===== config.mk =====
export PLATFORM = sky130hd
export DESIGN_NAME = md_seq
export DESIGN_NICKNAME = d
export VERILOG_FILES = /design/src/rtl/md_seq_pkg.sv /design/src/rtl/md_sign_fix.sv /design/src/rtl/md_seq.sv
export SDC_FILE = /design/constraint.sdc
export NUM_CORES = 1
export LEC_CHECK = 0
export ABC_CLOCK_PERIOD_IN_PS = 7300
export BUFFER_PORTS_ARGS = -buffer_cell sky130_fd_sc_hd__buf_2
export CAP_MARGIN = 20
export CORE_MARGIN = 2
export CORE_UTILIZATION = 35
export DETAILED_ROUTE_END_ITERATION = 8
export RECOVER_POWER = 25
export SKIP_LAST_GASP = 1
export SLEW_MARGIN = 20
export SYNTH_ARGS = -nofsm -noshare
export SYNTH_HDL_FRONTEND = slang
export SYNTH_HIERARCHICAL = 1
export SYNTH_SLANG_ARGS = --single-unit

===== constraint.sdc =====
create_clock -name clk -period 7.3 [get_ports clk]
set_clock_uncertainty 0.05 [all_clocks]
set_input_delay 1.46 -clock clk [delete_from_list [all_inputs] [get_ports clk]]
set_output_delay 1.46 -clock clk [all_outputs]
set_load 0.05 [all_outputs]

===== src/rtl/md_seq_pkg.sv =====
// Shared types for the md_seq multiply/divide sequencer: operation codes and FSM states.
package md_seq_pkg;

  typedef enum logic [1:0] {
    MD_MULT  = 2'd0,
    MD_MULTU = 2'd1,
    MD_DIV   = 2'd2,
    MD_DIVU  = 2'd3
  } md_op_e;

  typedef enum logic [1:0] {
    MD_IDLE = 2'd0,
    MD_CALC = 2'd1,
    MD_SIGN = 2'd2,
    MD_DONE = 2'd3
  } md_state_e;

  function automatic logic op_is_div(md_op_e op);
    return (op == MD_DIV) || (op == MD_DIVU);
  endfunction

  function automatic logic op_is_signed(md_op_e op);
    return (op == MD_MULT) || (op == MD_DIV);
  endfunction

endpackage


===== src/rtl/md_sign_fix.sv =====
// Conditional two's-complement on a pair of words: either as one wide value or as
// two independent halves. Used for operand abs on entry and result sign fixup.
module md_sign_fix #(
  parameter int W = 32
) (
  input  logic [2*W-1:0] val,
  input  logic           wide,
  input  logic           neg_hi,
  input  logic           neg_lo,
  output logic [2*W-1:0] res
);

  always_comb begin
    res = val;
    if (wide) begin
      // wide mode negates the full 2W-bit value, controlled by neg_lo alone
      if (neg_lo) res = -val;
    end else begin
      if (neg_hi) res[2*W-1:W] = -val[2*W-1:W];
      if (neg_lo) res[W-1:0]   = -val[W-1:0];
    end
  end

endmodule


===== src/rtl/md_seq.sv =====
// Iterative MULT/MULTU/DIV/DIVU sequencer owning HI/LO; 32 shift-add or restoring steps.
// Optional macro MD_DIVZERO_FAST_EN: divide by zero completes straight from the accepting edge.
module md_seq
  import md_seq_pkg::*;
#(
  parameter int WIDTH = 32
) (
  input  logic             clk,
  input  logic             rst_n,
  input  logic             start_i,
  input  logic [1:0]       mdop_i,
  input  logic [WIDTH-1:0] srca_i,
  input  logic [WIDTH-1:0] srcb_i,
  input  logic             flush_i,
  input  logic             mthi_i,
  input  logic             mtlo_i,
  input  logic [WIDTH-1:0] wdata_i,
  output logic             busy_o,
  output logic             done_o,
  output logic [WIDTH-1:0] hi_o,
  output logic [WIDTH-1:0] lo_o
);

  localparam int CNT_W = $clog2(WIDTH);

  // Handshake: start_i is taken on an edge where busy_o=0 and flush_i=0; busy_o stays
  // high until results land, then done_o pulses for one cycle with HI/LO already valid.
  md_state_e        state, state_nx;
  md_op_e           op_q;
  logic [CNT_W-1:0] cnt;
  logic [WIDTH-1:0] w_hi, w_lo, w_b;
  logic [WIDTH-1:0] hi_q, lo_q;
  logic             neg_res, neg_rem;

  md_op_e           op_in;
  logic             in_signed, in_div, accept, dz_fast;
  logic [2*WIDTH-1:0] abs_ab, fixed;
  logic [WIDTH-1:0] abs_a, abs_b;

  assign op_in     = md_op_e'(mdop_i);
  assign in_signed = op_is_signed(op_in);
  assign in_div    = op_is_div(op_in);
  assign busy_o    = (state == MD_CALC) || (state == MD_SIGN);
  assign done_o    = (state == MD_DONE);
  assign accept    = start_i && !flush_i && !busy_o;
  assign hi_o      = hi_q;
  assign lo_o      = lo_q;

`ifdef MD_DIVZERO_FAST_EN
  assign dz_fast = in_div && (srcb_i == '0);
`else
  assign dz_fast = 1'b0;
`endif

  md_sign_fix #(.W(WIDTH)) u_opnd_fix (
    .val    ({srca_i, srcb_i}),
    .wide   (1'b0),
    .neg_hi (in_signed && srca_i[WIDTH-1]),
    .neg_lo (in_signed && srcb_i[WIDTH-1]),
    .res    (abs_ab)
  );
  assign abs_a = abs_ab[2*WIDTH-1:WIDTH];
  assign abs_b = abs_ab[WIDTH-1:0];

  md_sign_fix #(.W(WIDTH)) u_res_fix (
    .val    ({w_hi, w_lo}),
    .wide   (!op_is_div(op_q)),
    .neg_hi (neg_rem),
    .neg_lo (neg_res),
    .res    (fixed)
  );

  // One iteration of either algorithm; w_hi is acc/remainder, w_lo is multiplier/quotient.
  logic [WIDTH:0]   mul_sum, div_sh;
  logic [WIDTH-1:0] step_hi, step_lo;
  logic             div_ge;

  always_comb begin
    mul_sum = {1'b0, w_hi} + (w_lo[0] ? {1'b0, w_b} : '0);
    div_sh  = {w_hi, w_lo[WIDTH-1]};
    div_ge  = (div_sh >= {1'b0, w_b});
    step_hi = mul_sum[WIDTH:1];
    step_lo = {mul_sum[0], w_lo[WIDTH-1:1]};
    if (op_is_div(op_q)) begin
      step_hi = div_ge ? (div_sh[WIDTH-1:0] - w_b) : div_sh[WIDTH-1:0];
      step_lo = {w_lo[WIDTH-2:0], div_ge};
    end
  end

  always_comb begin
    state_nx = state;
    case (state)
      MD_IDLE, MD_DONE: begin
        state_nx = MD_IDLE;
        if (accept) state_nx = dz_fast ? MD_DONE : MD_CALC;
      end
      MD_CALC: if (cnt == CNT_W'(WIDTH - 1)) state_nx = MD_SIGN;
      MD_SIGN: state_nx = MD_DONE;
      default: state_nx = MD_IDLE;
    endcase
    if (flush_i) state_nx = MD_IDLE;
  end

  always_ff @(posedge clk or negedge rst_n) begin
    if (!rst_n) state <= MD_IDLE;
    else        state <= state_nx;
  end

  always_ff @(posedge clk or negedge rst_n) begin
    if (!rst_n) begin
      op_q    <= MD_MULT;
      cnt     <= '0;
      w_hi    <= '0;
      w_lo    <= '0;
      w_b     <= '0;
      neg_res <= 1'b0;
      neg_rem <= 1'b0;
      hi_q    <= '0;
      lo_q    <= '0;
    end else if (accept) begin
      op_q    <= op_in;
      cnt     <= '0;
      w_hi    <= '0;
      w_lo    <= in_div ? abs_a : abs_b;
      w_b     <= in_div ? abs_b : abs_a;
      neg_res <= in_signed && (srca_i[WIDTH-1] ^ srcb_i[WIDTH-1]);
      neg_rem <= in_signed && in_div && srca_i[WIDTH-1];
      if (dz_fast) begin
        // same values the full restoring sequence would produce for a zero divisor
        hi_q <= srca_i;
        lo_q <= (in_signed && srca_i[WIDTH-1]) ? WIDTH'(1) : '1;
      end
    end else if (!flush_i) begin
      if (state == MD_CALC) begin
        cnt  <= cnt + CNT_W'(1);
        w_hi <= step_hi;
        w_lo <= step_lo;
      end
      if (state == MD_SIGN) begin
        hi_q <= fixed[2*WIDTH-1:WIDTH];
        lo_q <= fixed[WIDTH-1:0];
      end
      if (!busy_o && mthi_i) hi_q <= wdata_i;
      if (!busy_o && mtlo_i) lo_q <= wdata_i;
    end
  end

endmodule


# Word level (Yosys, flattened, before mapping)
# Index checks and enable logic that the tools add are counted.
dict set report classes {
  addsub 8
  n_lt_le_gt_ge 1
  n_eq_ne 10
  muxes 29
  bitwise_logic 3
  n_reduce_logical 24
}
# operator n
set op_table {}
lappend op_table {{two-way mux 32 bit} 20}
lappend op_table {{two-way mux 64 bit} 2}
lappend op_table {{negation 32 bit} 4}
lappend op_table {{negation 64 bit} 1}
lappend op_table {{adder 32 x 32 -> 33 bit} 1}
lappend op_table {{>= comparator 33 x 32 -> 1 bit} 1}
lappend op_table {{subtractor 32 bit} 1}
lappend op_table {{two-way mux 5 bit} 3}
lappend op_table {{equality test 2 bit (second input constant)} 6}
lappend op_table {{logical AND 1 bit} 9}
lappend op_table {{one-hot mux 2 bit (3 select lines)} 1}
lappend op_table {{AND reduction 3 bit} 2}
lappend op_table {{nonzero test 2 bit} 3}
lappend op_table {{adder 5 x 1 -> 5 bit (second input constant)} 1}
lappend op_table {{equality test 5 bit (second input constant)} 1}
lappend op_table {{logical NOT 2 bit} 2}
lappend op_table {{logical OR 1 bit} 4}
lappend op_table {{two-way mux 2 bit} 2}
lappend op_table {{inequality test 3 bit (second input constant)} 1}
lappend op_table {{equality test 2 x 1 -> 1 bit (second input constant)} 1}
lappend op_table {{logical NOT 1 bit} 2}
lappend op_table {{inequality test 2 x 1 -> 1 bit (second input constant)} 1}
lappend op_table {{NOT 1 bit} 2}
lappend op_table {{AND reduction 2 bit} 1}
lappend op_table {{3 further kinds} 3}
dict set report word_totals {
  regBits 171
  input_bits 104
  out_inout_bits 66
  wordCells 85
}

# Logic depth before layout (Yosys ltp)
dict set report logic_depth {
  depth_word 7
  mapped_depth 14
}

# Hierarchy
# Netlist, hierarchy kept.
# mod instances cells_each area_each_um2 seq_area_each_um2
set by_module_without_submodules {}
lappend by_module_without_submodules {md_seq 1 1359 12085.3 4254.1}
lappend by_module_without_submodules {md_sign_fix 2 263 1697.9 0.0}

# Least setup slack after synthesis
# Ideal clock, no wire load.
dict set report synth_timing {
  kind {input port to flip-flop}
  start {input srcb_i[6]}
  end {register w_b[31]}
  setup_ns 0.083
  arrival_time_ns 3.914
  required_time_ns 7.167
  setup_slack_ns 3.253
  path_stages 9
  cell_sequence {or4_4 or4_4 buf_6 or3_4 or3_4 o41ai_2 xnor2_1 mux2i_1 o21ai_0}
}
dict set report synth_between {
  elab_chain_len 3
}
# item line
set synth_rtl {}
lappend synth_rtl {{start: declaration} md_seq.sv:13} ;# input logic [WIDTH-1:0] srcb_i,
lappend synth_rtl {{negation 32 bit} md_sign_fix.sv:20} ;# if (neg_lo) res[W-1:0] = -val[W-1:0];
lappend synth_rtl {{two-way mux 32 bit} md_sign_fix.sv:20}
lappend synth_rtl {{net abs_ab[31]} md_seq.sv:37} ;# logic [2*WIDTH-1:0] abs_ab, fixed;
lappend synth_rtl {{two-way mux 32 bit} md_seq.sv:125} ;# w_b <= in_div ? abs_b : abs_a;
lappend synth_rtl {{end signal: assignment} md_seq.sv:125}
lappend synth_rtl {{end: declaration} md_seq.sv:31} ;# logic [WIDTH-1:0] w_hi, w_lo, w_b;
# The timed path passes the listed nets, and every way through them passes these cells.
# A chain may end at the register's enable or synchronous reset.

==> results.py <==
metrics = {
    "run_status": {
        "status": "finished with violations",
        "violations": "capacitance limit, slew limit",
    },
    "route": {
        "first_iter_violations": 1261,
        "vias_per_cell": 5.67,
        "routed_wl_um": 53800,
        "drc": 0,
        "vias": 14750,
        "postRouteAntennaNets": 0,
        "drt-pass1-iter-count": 7,
        "wl_per_cell_um": 20.7,
    },
    "clocking": {
        "path_clk_slew_ns": 0.07,
        "clk_path_buf_depth": 2,
        "cts_resized": 0,
        "postCtsHoldBufs": 0,
        "clk_root_buffer_cell": "clkbuf_16",
        "clkSinkCount": 170,
        "cts_max_level": 4,
        "insertion_delay_ns": 0.46,
        "tritoncts": "built",
        "post_cts_buffers": 0,
        "cts_made_buffers": 17,
    },
    "worst_setup_path": {
        "cp_top_family": "buffers and inverters",
        "regToRegStartpoint": "w_lo[0]$_DFFE_PN0P_",
        "critPathRequiredTime_ns": 7.76,
        "slowest_stage": "clkbuf_1",
        "rrSetupSlack_ns": 3.14,
        "worstPathCellList": "clkbuf_1 > buf_4",
        "critical_path_class": "input port to asynchronous set/reset pin",
        "critPathLaunchType": "input port",
        "worstSetupEndpointType": "asynchronous set/reset pin",
        "r2r_cells": 14,
        "path_max_fanout": 73,
        "r2r_end": "w_hi[31]$_DFFE_PN0P_",
        "path_buf_inv": 2,
        "crit_arrival_ns": 5.41,
        "crit_path_max_incr_delay_ns": 2.88,
    },
    "grt": {
        "grt-ovfl-total": 0,
        "grt_pass1_wl_um": 82700,
        "grt_usage": 0.231,
        "antenna_found_initial": 0,
        "grt_max_degree": 90,
        "grt_pass1_vias": 13978,
    },
    "place": {
        "gp_congestion": 0.963,
        "post-dp-hpwl_um": 42100,
        "placement.io_buffers": 169,
    },
    "logic_synthesis": {
        "ys_dominant_reg_cell": "dfrtp_1",
        "ys_seq_area_frac": 0.275,
        "synthArstFlopShare": 1.00,
        "avgSynthCellArea_sq_um": 8.21,
        "synthCells": 1885,
        "synth_seq_cells": 170,
        "synth_edf_count": 0,
        "synthesis.area_sq_um": 15500,
        "synth_warnings": 6,
        "synth.distinct_cells": 75,
        "yosys.area.top_type": "dfrtp_1",
        "synth_top_cell_area_share": 0.275,
        "synthTopCellsByArea": "dfrtp_1 (27%), mux2i_1 (12%), xnor2_1 (7.0%), ha_1 (5.9%), a21oi_1 (4.7%)",
    },
    "hold_path": {
        "hold_path.class": "register to register",
        "min_to": "w_b[6]$_DFFE_PN0P_",
        "min_path_cells": 2,
        "worstHoldStart": "w_b[6]$_DFFE_PN0P_",
    },
    "final_layout": {
        "post-route-util": 0.397,
        "n_antenna_cell": 0,
        "final_nets": 2174,
        "drive_gt1_frac": 0.129,
        "areaGrowthSynthToFinish_pct": 12.6,
    },
    "timing": {
        "maxSlewHeadroom": -1.80,
        "worst_slew_pin_slew_ns": 4.20,
        "rsz0062_at_grt": "false",
        "slew_violations": 74,
        "fin_crit_sh": 0.678,
        "finalHoldViolCount": 0,
        "setup_viol": 0,
        "layout_min_cycle_time_ns": 4.95,
        "max_freq_mhz": 202,
        "fin_tns_setup_ns": 0,
        "whs_ns": 0.462,
    },
    "die": {
        "core_area_sq_um": 43900,
        "die_area_sq_um": 45900,
        "rows": 77,
        "io_pins": 170,
        "initial_core_util": 0.352,
        "die_w_um": 214,
        "die_y_um": 214,
    },
    "pwr": {
        "sw_frac_of_total": 0.552,
        "power.density_nw_per_um2": 542,
        "p_leak_uw": 0.00781,
        "netSwitchingPower_uw": 5220,
        "power_frac_comb": 0.683,
        "p_int_uw": 4230,
        "ir_drop_uv": 207,
        "power.total_uw": 9450,
        "p_clk_frac": 0.098,
        "seqPwrFrac": 0.219,
    },
    "flow_run": {
        "max_cap_viol_count": 1,
    },
}
## registers in the layout, indices dropped and copies added (netlist names)
name / flops
hi_o: 32
lo_o: 32
w_b: 32
w_hi: 32
w_lo: 32
cnt: 5
state: 2
neg_rem: 1
neg_res: 1
op_q: 1
## power by group through the flow
| stage | Combinational [uW] | Sequential [uW] | Clock, uW |
|---|---|---|---|
| 2_1_floorplan | 4290 | 2420 | 0 |
| 3_3_place_gp | 6310 | 2060 | 0 |
| 3_5_place_dp | 6380 | 2070 | 0 |
| 4_1_cts | 6420 | 2060 | 945 |
| 5_1_grt | 7060 | 2130 | 976 |
| 6_report | 6450 | 2070 | 928 |
## routing by layer
| metal | wire length, um | up-vias | global-route usage |
|---|---|---|---|
| met5 | 0 | - | 0 |
| met4 | 2180 | 0 | 0.0988 |
| met3 | 2770 | 97 | 0.0349 |
| met2 | 24500 | 458 | 0.366 |
| met1 | 24400 | 7139 | 0.312 |
| li1 | - | 7056 | - |
## cell usage in the layout, fill, tap and decap left out, drive strengths merged, types with 43 or more instances in the layout
cell type  instances
inv               68
nor2             170
a21oi            147
xor2              46
xnor2            123
o21ai            157
ha                73
dfrtp            170
nand2            169
buf              185
nor3              43
mux2i            184
## synth_stat cells (4+ instances only)
| library cell | n |
|---|---|
| a211oi_1 | 19 |
| a21o_1 | 20 |
| a21oi_1 | 146 |
| a221o_1 | 6 |
| a221oi_1 | 4 |
| a22o_1 | 6 |
| a22oi_1 | 16 |
| a31oi_1 | 12 |
| and2_1 | 37 |
| and3_1 | 10 |
| and4_1 | 4 |
| buf_1 | 9 |
| buf_2 | 4 |
| clkbuf_1 | 82 |
| dfrtp_1 | 170 |
| ha_1 | 73 |
| inv_1 | 62 |
| mux2i_1 | 184 |
| nand2_1 | 169 |
| nand2b_1 | 20 |
| nand3_1 | 28 |
| nand4_1 | 19 |
| nor2_1 | 170 |
| nor2b_1 | 11 |
| nor3_1 | 43 |
| nor3b_1 | 4 |
| nor4_1 | 16 |
| o211ai_1 | 19 |
| o21a_1 | 12 |
| o21ai_0 | 146 |
| o21ai_1 | 10 |
| o21bai_1 | 10 |
| o221ai_1 | 22 |
| o31ai_1 | 33 |
| o41ai_1 | 14 |
| or2_2 | 4 |
| or3_1 | 25 |
| or3_4 | 5 |
| or4_1 | 14 |
| or4_4 | 4 |
| xnor2_1 | 123 |
| xor2_1 | 46 |
## worst max-delay path by stage
stage / cells past startpoint / start / endpoint / slack, ns
floorplan: 9 / srcb_i[6] / w_b[31]$_DFFE_PN0P_ / 3.25
global placement: 9 / srcb_i[0] / w_lo[5]$_DFFE_PN0P_ / 2.69
detailed placement: 9 / srcb_i[0] / w_lo[5]$_DFFE_PN0P_ / 2.71
CTS: 14 / w_lo[0]$_DFFE_PN0P_ / w_hi[31]$_DFFE_PN0P_ / 3.14
global route: 2 / rst_n / w_lo[14]$_DFFE_PN0P_ / 1.65
finish: 2 / rst_n / lo_o[1]$_DFFE_PN0P_ / 2.35
## area by class of cell
type	instances	area [sq um]
Clock buffer	19	443
Clock inverter	13	133
Fill cell	4568	26500
Inverter	63	236
Multi-Input combinational cell	1556	10600
Sequential cell	170	4260
Tap cell	592	741
Timing Repair Buffer	187	988
## stage by stage
| stage | setup WS, ns | cell area, sq um | std cells |
|---|---|---|---|
| final | 2.35 | 17400 | 2600 |
| after global routing | 1.65 | 17400 | 2600 |
| after CTS | 3.14 | 17400 | 2599 |
| after detailed placement | 2.71 | 16900 | 2567 |
| after global placement | 2.69 | 16900 | 2567 |
| after floorplan | 3.25 | 15500 | 1890 |
## kinds of logic (layout without fill, tap and decap cells)
family,after synthesis,after routing,synth area share
mux,187,187,0.121
compound gates,523,523,0.216
flops,170,170,0.275
fa+ha+maj,75,75,0.0616
simple gates,596,596,0.189
other cells,1,6,0.000242
xor+xnor,169,169,0.0956
buf+inv,164,282,0.0423
## worst min-delay path, stage by stage (launching register included)
cell     delay, ns
dfrtp_1       0.37
nand2_1       0.05
o21ai_0       0.06
Power figures use the tool's default switching activity.
